$ cat src/rtl/prog_sequencer_if.sv
// Bus between the program sequencer and its environment (instruction ROM, processor, control).
// The master modport is the sequencer side.
interface prog_sequencer_if #(
  parameter int unsigned AW = 5
);
  logic          Start;
  logic          Halt;
  logic [AW-1:0] End_addr;
  logic [15:0]   Mem_q;
  logic          Done;
  logic [AW-1:0] Mem_addr;
  logic [15:0]   DIN;
  logic          Run;
  logic          Busy;
  logic          Finished;
  logic          Error;
  logic [AW-1:0] PC;
  logic [7:0]    Instr_count;

  modport master (
    input  Start, Halt, End_addr, Mem_q, Done,
    output Mem_addr, DIN, Run, Busy, Finished, Error, PC, Instr_count
  );

  modport slave (
    output Start, Halt, End_addr, Mem_q, Done,
    input  Mem_addr, DIN, Run, Busy, Finished, Error, PC, Instr_count
  );
endinterface

$ cat src/rtl/prog_sequencer.sv
// Autonomous instruction feeder: fetches words from a synchronous ROM and drives them onto a
// 16-bit bus processor with a Run pulse, supplying the mvi immediate and waiting for Done.
module prog_sequencer #(
  parameter int unsigned AW      = 5,
  parameter int unsigned TIMEOUT = 15
) (
  input logic              Clock,
  input logic              Resetn,
  prog_sequencer_if.master bus
);

  typedef enum logic [2:0] {
    StIdle, StFetch, StLatch, StIssue, StOperand, StWait, StError
  } state_e;

  localparam logic [2:0] OpMvi      = 3'b001;
  localparam logic [7:0] TimeoutCnt = 8'(TIMEOUT);

  state_e        state_q, state_d;
  logic [AW-1:0] pc_q, pc_d;
  logic [7:0]    count_q, count_d;
  logic [7:0]    tmo_q, tmo_d;
  logic [15:0]   instr_q, instr_d;
  logic [15:0]   operand_q, operand_d;
  logic          finished_q, finished_d;

  logic [AW-1:0] words, pc_next, pc_last;
  logic          end_hit;

  // Retire bookkeeping; only meaningful in StOperand/StWait.
  always_comb begin
    words   = (state_q == StOperand) ? AW'(2) : AW'(1);
    pc_next = pc_q + words;
    pc_last = pc_q + words - AW'(1);
    end_hit = (bus.End_addr == pc_q) || (bus.End_addr == pc_last);
  end

  always_comb begin
    state_d    = state_q;
    pc_d       = pc_q;
    count_d    = count_q;
    tmo_d      = tmo_q;
    instr_d    = instr_q;
    operand_d  = operand_q;
    finished_d = 1'b0;
    case (state_q)
      StIdle, StError: begin
        if (bus.Start) begin
          pc_d    = '0;
          count_d = '0;
          state_d = StFetch;
        end
      end
      StFetch: state_d = StLatch;
      StLatch: begin
        instr_d = bus.Mem_q;
        state_d = StIssue;
      end
      StIssue: begin
        // Mem_q now holds the word after the instruction (prefetched in StLatch).
        operand_d = bus.Mem_q;
        tmo_d     = '0;
        state_d   = (instr_q[15:13] == OpMvi) ? StOperand : StWait;
      end
      StOperand, StWait: begin
        if (bus.Done) begin
          pc_d    = pc_next;
          count_d = (count_q == 8'hFF) ? count_q : count_q + 8'd1;
          if (end_hit) begin
            finished_d = 1'b1;
            state_d    = StIdle;
          end else if (bus.Halt) begin
            state_d = StIdle;
          end else if (pc_next == '0) begin
            finished_d = 1'b1;
            state_d    = StIdle;
          end else begin
            state_d = StFetch;
          end
        end else begin
          tmo_d = tmo_q + 8'd1;
          if (tmo_d >= TimeoutCnt) begin
            state_d = StError;
          end
        end
      end
      default: state_d = StIdle;
    endcase
  end

  always_ff @(posedge Clock or negedge Resetn) begin
    if (!Resetn) begin
      state_q    <= StIdle;
      pc_q       <= '0;
      count_q    <= '0;
      tmo_q      <= '0;
      instr_q    <= '0;
      operand_q  <= '0;
      finished_q <= 1'b0;
    end else begin
      state_q    <= state_d;
      pc_q       <= pc_d;
      count_q    <= count_d;
      tmo_q      <= tmo_d;
      instr_q    <= instr_d;
      operand_q  <= operand_d;
      finished_q <= finished_d;
    end
  end

  // Processor-facing outputs depend on registered state only.
  always_comb begin
    bus.Run         = (state_q == StIssue);
    bus.DIN         = (state_q == StOperand) ? operand_q : instr_q;
    bus.Busy        = !(state_q inside {StIdle, StError});
    bus.Error       = (state_q == StError);
    bus.Finished    = finished_q;
    bus.PC          = pc_q;
    bus.Instr_count = count_q;
    bus.Mem_addr    = (state_q == StLatch) ? pc_q + AW'(1) : pc_q;
  end

endmodule
$ cat src/flat_wrapper.sv
// flat-port wrapper written by rule: the top's interface ports become plain ports
module prog_sequencer_flat 
#(
  parameter int unsigned AW      = 5,
  parameter int unsigned TIMEOUT = 15
)
  (Clock, Resetn, bus_Start, bus_Halt, bus_End_addr, bus_Mem_q, bus_Done, bus_Mem_addr, bus_DIN, bus_Run, bus_Busy, bus_Finished, bus_Error, bus_PC, bus_Instr_count);
  prog_sequencer_if #(.AW(AW)) bus_i ();
  input logic Clock;
  input logic Resetn;
  input wire logic [$bits(bus_i.Start)-1:0] bus_Start;
  input wire logic [$bits(bus_i.Halt)-1:0] bus_Halt;
  input wire logic [$bits(bus_i.End_addr)-1:0] bus_End_addr;
  input wire logic [$bits(bus_i.Mem_q)-1:0] bus_Mem_q;
  input wire logic [$bits(bus_i.Done)-1:0] bus_Done;
  output wire logic [$bits(bus_i.Mem_addr)-1:0] bus_Mem_addr;
  output wire logic [$bits(bus_i.DIN)-1:0] bus_DIN;
  output wire logic [$bits(bus_i.Run)-1:0] bus_Run;
  output wire logic [$bits(bus_i.Busy)-1:0] bus_Busy;
  output wire logic [$bits(bus_i.Finished)-1:0] bus_Finished;
  output wire logic [$bits(bus_i.Error)-1:0] bus_Error;
  output wire logic [$bits(bus_i.PC)-1:0] bus_PC;
  output wire logic [$bits(bus_i.Instr_count)-1:0] bus_Instr_count;
  assign bus_i.Start = bus_Start;
  assign bus_i.Halt = bus_Halt;
  assign bus_i.End_addr = bus_End_addr;
  assign bus_i.Mem_q = bus_Mem_q;
  assign bus_i.Done = bus_Done;
  assign bus_Mem_addr = bus_i.Mem_addr;
  assign bus_DIN = bus_i.DIN;
  assign bus_Run = bus_i.Run;
  assign bus_Busy = bus_i.Busy;
  assign bus_Finished = bus_i.Finished;
  assign bus_Error = bus_i.Error;
  assign bus_PC = bus_i.PC;
  assign bus_Instr_count = bus_i.Instr_count;
  prog_sequencer #(.AW(AW), .TIMEOUT(TIMEOUT)) u_core (.Clock(Clock), .Resetn(Resetn), .bus(bus_i));
endmodule
$ cat config.mk
export PLATFORM = sky130hd
export DESIGN_NAME = prog_sequencer_flat
export DESIGN_NICKNAME = d
export VERILOG_FILES = /design/src/rtl/prog_sequencer_if.sv /design/src/rtl/prog_sequencer.sv /design/src/flat_wrapper.sv
export SDC_FILE = /design/constraint.sdc
export NUM_CORES = 1
export LEC_CHECK = 0
export CORE_MARGIN = 1
export CORE_UTILIZATION = 27
export DETAILED_ROUTE_END_ITERATION = 7
export HOLD_SLACK_MARGIN = 0.06
export PLACE_DENSITY = 0.47
export SYNTH_ARGS = -nofsm -noshare
export SYNTH_HDL_FRONTEND = slang
export SYNTH_SLANG_ARGS = --single-unit
$ cat constraint.sdc
create_clock -name Clock -period 7.6 [get_ports Clock]
set_input_delay 1.52 -clock Clock [delete_from_list [all_inputs] [get_ports Clock]]
set_output_delay 1.52 -clock Clock [all_outputs]
set_load 0.01 [all_outputs]
=== Yosys cells after proc, flatten, opt, wreduce, memory -nomap -nowiden ===
Cells that the tools add are included.

* Logic and storage cells: 66
* Register bits: 57

* Reductions and logical operators: 13
* Multiplexer cells: 25
* Order comparisons: 1
* Add/sub/neg operators: 5
* Equal/unequal tests: 15

{| class="wikitable"
|+ Operators with widths
! cell !! count
|-
| 8-bit two-way mux || 4
|-
| 8-bit case mux with 2 select lines || 2
|-
| 8-bit by 1-bit adder with 8-bit output, second input constant || 2
|-
| 16-bit two-way mux || 1
|-
| 3-bit two-way mux || 5
|-
| 5-bit two-way mux || 3
|-
| 3-bit case mux with 5 select lines || 1
|-
| 5-bit equality test || 2
|-
| 5-bit case mux with 2 select lines || 1
|-
| 3-bit equality test, second input constant || 3
|-
| 8-bit equality test, second input constant || 1
|-
| 8-bit by 4-bit greater-or-equal comparator with 1-bit output, second input constant || 1
|-
| 2-bit != test, second input constant || 4
|-
| 1-bit two-way mux || 7
|-
| 3-bit by 1-bit equality test with 1-bit output, second input constant || 2
|-
| 3-bit by 2-bit equality test with 1-bit output, second input constant || 2
|-
| 2-bit nonzero test || 3
|-
| 5-bit by 1-bit adder with 5-bit output, second input constant || 1
|-
| 5-bit adder || 1
|-
| 5-bit logical NOT || 1
|-
| 5-bit by 1-bit subtractor with 5-bit output, second input constant || 1
|-
| 2-bit AND reduction || 2
|-
| 4-bit AND reduction || 1
|-
| 2-bit OR reduction || 2
|-
| other kinds (6) || 6
|}

=== Longest topological paths before layout ===
Gate-level depths: netlist of the first run.

* Word-level depth: 9
* Depth in mapped cells: 11
* Depth with buffers taken out: 11

=== Worst setup path before layout of the first run ===
No wires, ideal clock.

* Path kind: register -> output
* From: reg u_core.state_q[2]
* To: out bus_Mem_addr[3]
* Setup slack: 4495 ps
* Required time: 6080 ps
* Cell stages (with the launch flop): 7
* Arrival: 1585 ps
* Path through: dfrtp_1 > clkbuf_1 > nor2_1 > and2_1 > clkbuf_1 > nand4_1 > xnor2_1

* Longest elaborated chain between the ends: 2

{| class="wikitable"
|+ RTL lines
! item !! RTL line !! source
|-
| start, declared || prog_sequencer.sv:19 || <nowiki>state_e state_q, state_d;</nowiki>
|-
| start signal, assigned || prog_sequencer.sv:93 || <nowiki>state_q <= StIdle;</nowiki>
|-
| start signal, assigned || prog_sequencer.sv:101 || <nowiki>state_q <= state_d;</nowiki>
|-
| 3-bit by 2-bit equality test with 1-bit output || prog_sequencer.sv:120 || <nowiki>bus.Mem_addr = (state_q == StLatch) ? pc_q + AW'(1) : pc_q;</nowiki>
|-
| 5-bit two-way mux || prog_sequencer.sv:120 ||
|-
| end, declared || flat_wrapper.sv:16 || <nowiki>output wire logic [$bits(bus_i.Mem_addr)-1:0] bus_Mem_addr;</nowiki>
|}

No other way between the ends.

=== Worst setup path after layout of the first run ===
* From: reg u_core.state_q[2]
* To: out bus_DIN[8]

* Longest elaborated chain between the ends: 2

{| class="wikitable"
|+ RTL lines
! item !! RTL line !! source
|-
| 3-bit equality test || prog_sequencer.sv:114 || <nowiki>bus.DIN = (state_q == StOperand) ? operand_q : instr_q;</nowiki>
|-
| 16-bit two-way mux || prog_sequencer.sv:114 ||
|-
| end, declared || flat_wrapper.sv:17 || <nowiki>output wire logic [$bits(bus_i.DIN)-1:0] bus_DIN;</nowiki>
|}

No other way between the ends.

==> impl_metrics.csv, run 1 <==
group,metric,value,unit
floorplan,dieArea,12400,µm²
worst_setup_path,critical_path.max_stage_delay,810,ps
placed_design,dpl-instance-area,3980,µm²
clocking,cts_tree,"done",
pwr,powerDensity,398,nW/µm²
global_routing,grt_antenna_before_repair,0,
placed_design,dp_hpwl,4980,µm
clocking,clock_latency,330,ps
min_path,min_path_type,"reg2reg",
timing,whs,501,ps
cells_and_area,diodes,0,
clocking,cts_setup_buffers,0,
routing,drtIter0Drc,123,
worst_setup_path,cp_num_buf_inv,1,
timing,period_needed,4110,ps
floorplan,start_util,0.280,
job,maxCapViolCount,0,
yosys,synth_edf_count,0,
global_routing,grt_pass1_wl,12700,µm
floorplan,row_count,39,
worst_setup_path,worst-r2r-cell-count,11,
timing,worstMarginPinSlew,884,ps
worst_setup_path,reg2reg_slack,4010,ps
worst_setup_path,crit_cells,3,
global_routing,grt_overflow,0,
pwr,power.leakage,1.78,nW
clocking,cts.sinks,57,
pwr,power_switching,0.000570,W
cells_and_area,syn_to_final_growth,33.7,%
placed_design,portBuffers,63,
worst_setup_path,end_kind,"output port",
floorplan,die_w,111,µm
routing,ant_nets,0,
pwr,p_clk_frac,0.260,
pwr,p_total,0.00172,W
pwr,power_frac_seq,0.315,
timing,drv_slew,0,
routing,vias,2449,
global_routing,grt_max_degree,58,
timing,final-hold-violation-count,0,
worst_setup_path,path_max_fanout,17,
floorplan,io_pins,64,
routing,drc,6,
outcome,outcome,"finished with violations",
routing,routed_via_density,4.78,
cells_and_area,final_cell_mix,"62 x clkdlybuf4s50_1, 57 x dfrtp_1, 50 x mux2_2",
clocking,clkTransAtPathRegs,50,ps
clocking,cts-root-buf,"clkbuf_16",
yosys,yosysWarnings,0,
timing,rsz0062_at_grt,"false",
yosys,netlist_area,3230,µm²
pwr,power.internal,0.00115,W
worst_setup_path,startpoint,"u_core.state_q[2]$_DFFE_PN0P_",
timing,finalClockSkew,4.62,ps
timing,tns,0,ps
timing,relSlewSlack,0.410,
global_routing,grt_pass1_vias,2520,
outcome,violations,"design-rule violations",
timing,max_freq,243,MHz
worst_setup_path,reg2reg_from,"u_core.state_q[2]$_DFFE_PN0P_",
clocking,cts_resized,0,
worst_setup_path,cp-start-kind,"register",
yosys,syn_inst,302,
routing,routed_wl,7450,µm
timing,finalSetupViolCount,0,
worst_setup_path,crit_end,"bus_DIN[8]",
worst_setup_path,regToRegEndpoint,"u_core.bus.Finished$_DFF_PN0_",
yosys,yosysSeqAreaShare,0.442,
cells_and_area,final_common_cell,"clkdlybuf4s50_1",
worst_setup_path,critPathSlowestCell,"nor3b_4",
yosys,syn_nets,335,
timing,period_share,0.541,
pwr,peakVddDrop,0.175,mV
yosys,syn_area_per_cell,10.7,µm²
worst_setup_path,cp.arrival,2590,ps
cells_and_area,fin_nets,397,
routing,wl_per_cell,14.6,µm
placed_design,gp_congestion,0.803,
clocking,numCtsBuffers,9,
clocking,ctsHoldBuffers,0,
floorplan,die_h,111,µm
yosys,synthFlopType,"dfrtp_1",
clocking,cts_max_level,3,
worst_setup_path,critPathTopFamily,"simple AND/OR/NAND/NOR gates",
worst_setup_path,path_class,"reg2out",
worst_setup_path,path_cells,"nor3b_4 -> mux2_2 -> clkdlybuf4s50_1",
yosys,synthArstFlopShare,1.00,
routing,dr.pass1.iters,6,
pwr,switching_share,0.332,
yosys,synth_cell_types,49,
floorplan,core-area,11500,µm²
clocking,cts_buffer_depth,2,
cells_and_area,stdcell_area,4310,µm²
cells_and_area,layout-drive-gt1-share,0.220,
global_routing,grt_usage,0.131,
yosys,ys_seq_elements,57,
worst_setup_path,cp.required,6080,ps
pwr,power_frac_comb,0.425,
-- layer usage --
metal,vias to the layer above,global-route usage,share of wire
met5,-,0,0
met4,0,0.0604,0.021
met3,13,0.0443,0.055
met2,59,0.197,0.43
met1,1168,0.169,0.50
li1,1209,-,-
-- power by group through the flow --
| stage | clock, W | combinational [W] | sequential, W |
|---|---|---|---|
| 6_report | 0.000447 | 0.000730 | 0.000540 |
| 5_1_grt | 0.000474 | 0.000808 | 0.000563 |
| 4_1_cts | 0.000461 | 0.000744 | 0.000541 |
| 3_5_place_dp | 0 | 0.000737 | 0.000544 |
| 3_3_place_gp | 0 | 0.000731 | 0.000550 |
| 2_1_floorplan | 0 | 0.000501 | 0.000492 |
-- worst register-to-register path: stages, from the launching register on --
cell and delay (ps):
dfrtp_1 550, nor3b_4 810, inv_1 230, ha_1 280, ha_1 310, inv_1 70, ha_1 220, xor2_1 190
nor3_1 180, a21oi_1 100, a211oi_1 360, a41o_1 230
-- how the worst min path moves through the flow --
| stage | start | end | slack, ps | depth (start not counted) |
|---|---|---|---|---|
| floorplan | u_core.operand_q[0]$_DFFE_PN0P_ | u_core.operand_q[0]$_DFFE_PN0P_ | 470 | 1 |
| global placement | u_core.instr_q[12]$_DFFE_PN0P_ | u_core.instr_q[12]$_DFFE_PN0P_ | 490 | 1 |
| detailed placement | u_core.operand_q[12]$_DFFE_PN0P_ | u_core.operand_q[12]$_DFFE_PN0P_ | 490 | 1 |
| CTS | u_core.instr_q[9]$_DFFE_PN0P_ | u_core.instr_q[9]$_DFFE_PN0P_ | 510 | 1 |
| global route | u_core.instr_q[9]$_DFFE_PN0P_ | u_core.instr_q[9]$_DFFE_PN0P_ | 510 | 1 |
| finish | u_core.instr_q[2]$_DFFE_PN0P_ | u_core.instr_q[2]$_DFFE_PN0P_ | 500 | 1 |
-- cell usage after synthesis (2+ instances only) --
master	number	area, µm²
nor2b_1	2	12.5
xor2_1	14	123
nand3_1	8	40.0
nand4b_1	2	17.5
ha_1	7	87.6
a41oi_1	2	17.5
a31oi_1	3	18.8
mux2_2	50	563
and3_1	6	37.5
a21oi_1	8	40.0
xnor2_1	12	105
and2_2	2	15.0
clkbuf_1	10	37.5
o21ai_0	28	140
inv_1	5	18.8
or2_2	2	12.5
o31ai_1	4	30.0
nor2_1	15	56.3
nor3_1	2	10.0
nand4_1	3	18.8
nand2b_1	5	31.3
nand2_1	24	90.1
dfrtp_1	57	1430
a21o_1	3	22.5
mux2i_1	3	30.0
buf_2	2	10.0
-- registers in the layout, summed over array words and instances, names as in the netlist --
| register | flops |
|---|---|
| u_core.bus.Finished | 1 |
| u_core.state_q | 3 |
| u_core.bus.Instr_count | 8 |
| u_core.operand_q | 16 |
| u_core.instr_q | 16 |
| u_core.tmo_q | 8 |
| u_core.bus.PC | 5 |
-- per-stage QoR --
step / worst slack, ps / utilization / cells
floorplan: 4490 / - / 302
CTS: 3370 / 0.375 / 512
finish: 3490 / 0.375 / 512
global placement: 3810 / 0.346 / 496
global route: 3250 / 0.375 / 512
detailed placement: 3740 / 0.346 / 496
-- logic make-up (layout without fill, tap and decap cells) --
| logic type | Yosys count | in the layout | synth area share |
|---|---|---|---|
| adder cells (fa/ha/maj) | 7 | 7 | 0.0272 |
| AND/OR/NAND/NOR | 82 | 82 | 0.138 |
| multiplexers | 53 | 53 | 0.184 |
| flip-flops | 57 | 57 | 0.442 |
| XOR/XNOR | 26 | 26 | 0.0706 |
| buffers and inverters | 19 | 86 | 0.0252 |
| AO/OA/AOI/OAI | 58 | 58 | 0.113 |
-- final cells by class --
class	instances	area (µm²)
clock buffers	12	256
repair buffers	65	641
multi-input cells	226	1720
clock inverters	4	75.1
fillers	1146	7200
flip-flops and latches	57	1430
well taps	143	179
inverters	5	18.8
Power figures use the tool's default switching activity.
==> inputs of run 2 (changes only) <==
--- a/config.mk
+++ b/config.mk
@@ -9,7 +9,7 @@
 export CORE_UTILIZATION = 27
 export DETAILED_ROUTE_END_ITERATION = 7
 export HOLD_SLACK_MARGIN = 0.06
-export PLACE_DENSITY = 0.47
+export PLACE_DENSITY = 0.49
 export SYNTH_ARGS = -nofsm -noshare
 export SYNTH_HDL_FRONTEND = slang
 export SYNTH_SLANG_ARGS = --single-unit
==> constraint.sdc (replaced) <==
create_clock -name Clock -period 3.6 [get_ports Clock]
set_input_delay 0.72 -clock Clock [delete_from_list [all_inputs] [get_ports Clock]]
set_output_delay 0.72 -clock Clock [all_outputs]
set_load 0.01 [all_outputs]
==> run 2 against run 1 <==
Effect of this change: the flow still finishes with violations (design-rule violations); worst setup slack got worse by 2900 ps; critical path depth rose by 1; clock-buffer cell count did not move; register-to-register slack lost 3300 ps; cell count is 0.78% higher; via count increased by 1.5%; global-route usage is 0.13 points lower; sequential power is 110% higher; first-iteration DRC count decreased by 21%; highest routed layer unchanged.
==> impl_metrics.csv, run 2 (synthesized netlist as in run 1, its figures left out) <==
group,metric,value,unit
worst_setup_path,end_kind,"output port",
routing,vias,2486,
cells_and_area,final_common_cell,"clkdlybuf4s50_1",
clocking,cts_buffer_depth,2,
floorplan,dieArea,12400,µm²
placed_design,portBuffers,63,
cells_and_area,final_cell_mix,"62 x clkdlybuf4s50_1, 57 x dfrtp_1, 50 x mux2_2",
worst_setup_path,worst-r2r-cell-count,11,
clocking,cts-root-buf,"clkbuf_16",
worst_setup_path,cp.arrival,2340,ps
clocking,clock_latency,320,ps
cells_and_area,fillCellCount,1135,
worst_setup_path,cp-start-kind,"register",
timing,final-hold-violation-count,0,
cells_and_area,fin_nets,401,
routing,routed_via_density,4.82,
job,maxCapViolCount,0,
floorplan,die_h,111,µm
global_routing,grt_max_degree,41,
outcome,violations,"design-rule violations",
pwr,power.leakage,1.80,nW
cells_and_area,diodes,0,
routing,ant_nets,0,
timing,max_freq,327,MHz
cells_and_area,reg.largest.list,"u_core.instr_q x16, u_core.operand_q x16",
routing,wl_per_cell,14.6,µm
global_routing,grt_usage,0.130,
timing,relSlewSlack,0.361,
placed_design,gp_congestion,0.770,
timing,finalClockSkew,4.99,ps
global_routing,grt_overflow,0,
worst_setup_path,path_max_fanout,16,
floorplan,start_util,0.280,
clocking,cts_setup_buffers,0,
clocking,cts_max_level,3,
floorplan,core-area,11500,µm²
outcome,outcome,"finished with violations",
min_path,holdPathStages,1,
timing,drv_slew,0,
clocking,ctsHoldBuffers,0,
timing,finalSetupViolCount,0,
pwr,p_total,0.00364,W
worst_setup_path,cp.required,2880,ps
timing,tns,0,ps
global_routing,grt_antenna_before_repair,0,
pwr,powerDensity,838,nW/µm²
cells_and_area,syn_to_final_growth,34.7,%
routing,drc,4,
global_routing,grt_pass1_vias,2583,
timing,worstMarginPinSlew,959,ps
worst_setup_path,path_class,"reg2out",
cells_and_area,layout-drive-gt1-share,0.228,
timing,period_needed,3060,ps
routing,routed_wl,7510,µm
placed_design,dp_hpwl,5250,µm
clocking,numCtsBuffers,9,
floorplan,row_count,39,
clocking,cts.sinks,57,
clocking,cts_tree,"done",
timing,period_share,0.850,
clocking,clkTransAtPathRegs,50,ps
pwr,peakVddDrop,0.372,mV
floorplan,die_w,111,µm
clocking,cts_resized,0,
min_path,min_path_type,"reg2reg",
floorplan,io_pins,64,
routing,dr.pass1.iters,6,
timing,rsz0062_at_grt,"false",
global_routing,grt_pass1_wl,12800,µm
routing,drtIter0Drc,97,
==> run 2: cell count changes in the layout (fill, tap and decap cells not counted) <==
cell / before / now
buf_4: 2 / 6
==> run 2: cell type report <==
cell class,instances,area [µm²],area share
Tap cell,143,179,0.0412
Inverter,5,18.8,0.00432
Clock buffer,12,256,0.0590
Timing Repair Buffer,69,671,0.154
Multi-Input combinational cell,226,1720,0.395
Sequential cell,57,1430,0.328
Clock inverter,4,75.1,0.0173
==> run 2: routing by layer <==
metal / GRT usage / wire length [µm] / vias up
li1: - / - / 1215
met1: 0.164 / 3510 / 1196
met2: 0.200 / 3380 / 67
met3: 0.0547 / 555 / 8
met4: 0.0396 / 63 / 0
met5: 0 / 0 / -
==> run 2: critical path, stage by stage, from the launching register on <==
cell and delay (ps):
dfrtp_1 570, nor3b_4 270, buf_4 290, mux2_2 370
clkdlybuf4s50_1 510
==> run 2: worst paths after layout <==
check | from | endpoint | slack [ps]
min in group asynchronous | Resetn | u_core.bus.PC[3]$_DFFE_PN0P_ | 540
setup / recovery | u_core.state_q[2]$_DFFE_PN0P_ | bus_DIN[14] | 540
setup reg to reg | u_core.state_q[2]$_DFFE_PN0P_ | u_core.bus.Finished$_DFF_PN0_ | 750
hold / removal | u_core.operand_q[7]$_DFFE_PN0P_ | u_core.operand_q[7]$_DFFE_PN0P_ | 500
max in group asynchronous | Resetn | u_core.operand_q[5]$_DFFE_PN0P_ | 2350
hold reg to reg | u_core.operand_q[7]$_DFFE_PN0P_ | u_core.operand_q[7]$_DFFE_PN0P_ | 500
==> run 2: stage by stage <==
step / util / instance area, µm² / worst slack (ps) / cells / hold slack (ps)
after global placement: 0.348 / 4010 / 804 / 500 / 483
final: 0.377 / 4340 / 541 / 516 / 500
after floorplan: - / 3230 / 1060 / 302 / 424
after CTS: 0.377 / 4340 / 499 / 516 / 505
after detailed placement: 0.348 / 4010 / 768 / 500 / 493
after global routing: 0.377 / 4340 / 393 / 516 / 526
==> run 2: report_power, final <==
part	leakage [nW]	switching (W)	internal [W]
Clock	0.155	0.000294	0.000643
Sequential	0.716	0.000243	0.000892
Combinational	0.928	0.000669	0.000900
==> inputs of run 3 (changes only) <==
==> constraint.sdc (replaced) <==
create_clock -name Clock -period 2.8 [get_ports Clock]
set_input_delay 0.56 -clock Clock [delete_from_list [all_inputs] [get_ports Clock]]
set_output_delay 0.56 -clock Clock [all_outputs]
set_load 0.01 [all_outputs]
==> run 3 against run 2 <==
Effect of this change: the flow still finishes with violations (design-rule violations); non-clock buffer count is 6 higher; cell area fell by 0.23%; critical path depth is 2 higher; wire length decreased by 0.52%; via count up 0.12%; cell count up 1.2%; sequential share of layout area grew 0.076 points; highest routed layer unchanged; clock-buffer cell count decreased by 2; clock skew grew 3.4 ps; power rose by 25%; clock power rose by 7%; global-route usage down 0.17 points.
==> impl_metrics.csv, run 3 (synthesized netlist as in run 1, its figures left out) <==
group,metric,value,unit
timing,worstMarginPinSlew,753,ps
clocking,numCtsBuffers,9,
floorplan,io_pins,64,
routing,wl_per_cell,14.3,µm
global_routing,grt_max_degree,58,
clocking,cts_tree,"done",
routing,vias,2489,
cells_and_area,fin_nets,407,
pwr,p_total,0.00454,W
pwr,power.leakage,1.80,nW
global_routing,met2_usage,0.191,
cells_and_area,reg.largest.list,"u_core.instr_q x16, u_core.operand_q x16",
floorplan,die_w,111,µm
global_routing,grt_overflow,0,
clocking,cts_buffer_depth,2,
clocking,cts_max_level,3,
outcome,outcome,"finished with violations",
worst_setup_path,end_kind,"output port",
worst_setup_path,cp.required,2240,ps
worst_setup_path,cp.arrival,2110,ps
clocking,ctsHoldBuffers,0,
placed_design,preCtsSetupSlack,166,ps
worst_setup_path,regToRegEndpoint,"u_core.bus.Finished$_DFF_PN0_",
timing,period_needed,2670,ps
global_routing,grt_pass1_vias,2508,
floorplan,die_h,111,µm
timing,finalSetupViolCount,0,
timing,finalWorstSetupSlack,128,ps
cells_and_area,final_cell_mix,"62 x clkdlybuf4s50_1, 57 x dfrtp_1, 50 x mux2_2",
timing,relSlewSlack,0.498,
global_routing,globalRouteMet3Util,0.0711,
floorplan,start_util,0.280,
pwr,powerDensity,1050,nW/µm²
worst_setup_path,reg2reg_slack,230,ps
placed_design,gp_congestion,0.803,
min_path,min_path_type,"in2async",
worst_setup_path,path_class,"reg2out",
global_routing,busiest_layer,"met2",
global_routing,grt_usage,0.128,
cells_and_area,layout-drive-gt1-share,0.243,
timing,whs,362,ps
routing,ant_nets,0,
pwr,peakVddDrop,0.657,mV
placed_design,portBuffers,63,
routing,routed_via_density,4.77,
timing,final-hold-violation-count,0,
clocking,cts_setup_buffers,0,
timing,tns,0,ps
job,maxCapViolCount,0,
clocking,cts.sinks,57,
global_routing,grt_antenna_before_repair,0,
routing,routed_wl,7470,µm
clocking,clock_latency,330,ps
routing,dr.pass1.iters,6,
timing,drv_slew,0,
worst_setup_path,path_max_fanout,10,
routing,drc,4,
clocking,cts-root-buf,"clkbuf_16",
worst_setup_path,reg2reg_from,"u_core.state_q[1]$_DFFE_PN0P_",
outcome,violations,"design-rule violations",
placed_design,dp_hpwl,5170,µm
global_routing,use_met1,0.160,
cells_and_area,diodes,0,
placed_design,dpl-instance-area,4060,µm²
cells_and_area,final_common_cell,"clkdlybuf4s50_1",
clocking,clkTransAtPathRegs,50,ps
worst_setup_path,worst-r2r-cell-count,11,
floorplan,dieArea,12400,µm²
worst_setup_path,cp-start-kind,"register",
timing,max_freq,374,MHz
global_routing,grt_pass1_wl,12400,µm
floorplan,core-area,11500,µm²
timing,period_share,0.954,
cells_and_area,syn_to_final_growth,34.4,%
cells_and_area,stdcell_area,4330,µm²
routing,drtIter0Drc,68,
timing,finalClockSkew,8.40,ps
floorplan,row_count,39,
timing,rsz0062_at_grt,"false",
[run 3: changes by cell type in the layout (fill, tap and decap cells not counted), sizes merged]
| cell | delta |
|---|---|
| buf | +6 |
| bufinv | -2 |
| clkbuf | -2 |
| clkinv | +3 |
| clkinvlp | +1 |
[run 3: layout make-up]
cell class | instances | area, µm²
Clock inverter | 6 | 45.0
Tap cell | 143 | 179
Clock buffer | 10 | 229
Inverter | 5 | 18.8
Multi-Input combinational cell | 226 | 1720
Timing Repair Buffer | 75 | 716
Sequential cell | 57 | 1430
Fill cell | 1165 | 7180
[run 3: worst max path at each step]
stage | slack [ps] | end | depth (start not counted) | start
4_1_cts | 60 | bus_Mem_addr[4] | 6 | u_core.state_q[0]$_DFFE_PN0P_
3_3_place_gp | 170 | u_core.bus.Instr_count[7]$_DFFE_PN0P_ | 7 | bus_Start
2_1_floorplan | 260 | u_core.bus.Finished$_DFF_PN0_ | 11 | u_core.state_q[1]$_DFFE_PN0P_
6_report | 130 | bus_Mem_addr[3] | 6 | u_core.state_q[0]$_DFFE_PN0P_
5_1_grt | 2 | bus_Mem_addr[3] | 6 | u_core.state_q[0]$_DFFE_PN0P_
3_5_place_dp | 170 | u_core.bus.Instr_count[7]$_DFFE_PN0P_ | 7 | bus_Start
[run 3: repair_timing]
| action | in CTS | in global routing |
|---|---|---|
| gates resized for setup | 1 | 1 |
| pin swaps | 0 | 0 |
| endpoints found under the setup margin | 2 | 2 |
[run 3: critical path, cell delays in order, from the launching register on]
cell	delay (ps)
dfrtp_1	410
buf_4	180
nor2_1	140
and2_4	210
nand4_1	120
xnor2_1	170
clkdlybuf4s50_1	560
[run 3: report_power, final]
part / switching [W] / internal (W) / total [W] / leakage [nW]
Sequential: 0.000225 / 0.00115 / 0.00137 / 0.716
Combinational: 0.000958 / 0.00121 / 0.00217 / 0.960
Clock: 0.000403 / 0.000599 / 0.00100 / 0.125
[run 3: routing by layer]
metal  up-vias  part of all wire
met5         -                 0
li1       1231                 -
met2        66              0.44
met1      1187              0.47
met4         0            0.0070
met3         5             0.084
[run 3: through the flow]
step                instances  utilization
finish                    522        0.376
global route              522        0.376
CTS                       522        0.376
detailed placement        506        0.352
global placement          506        0.352
floorplan                 302            -
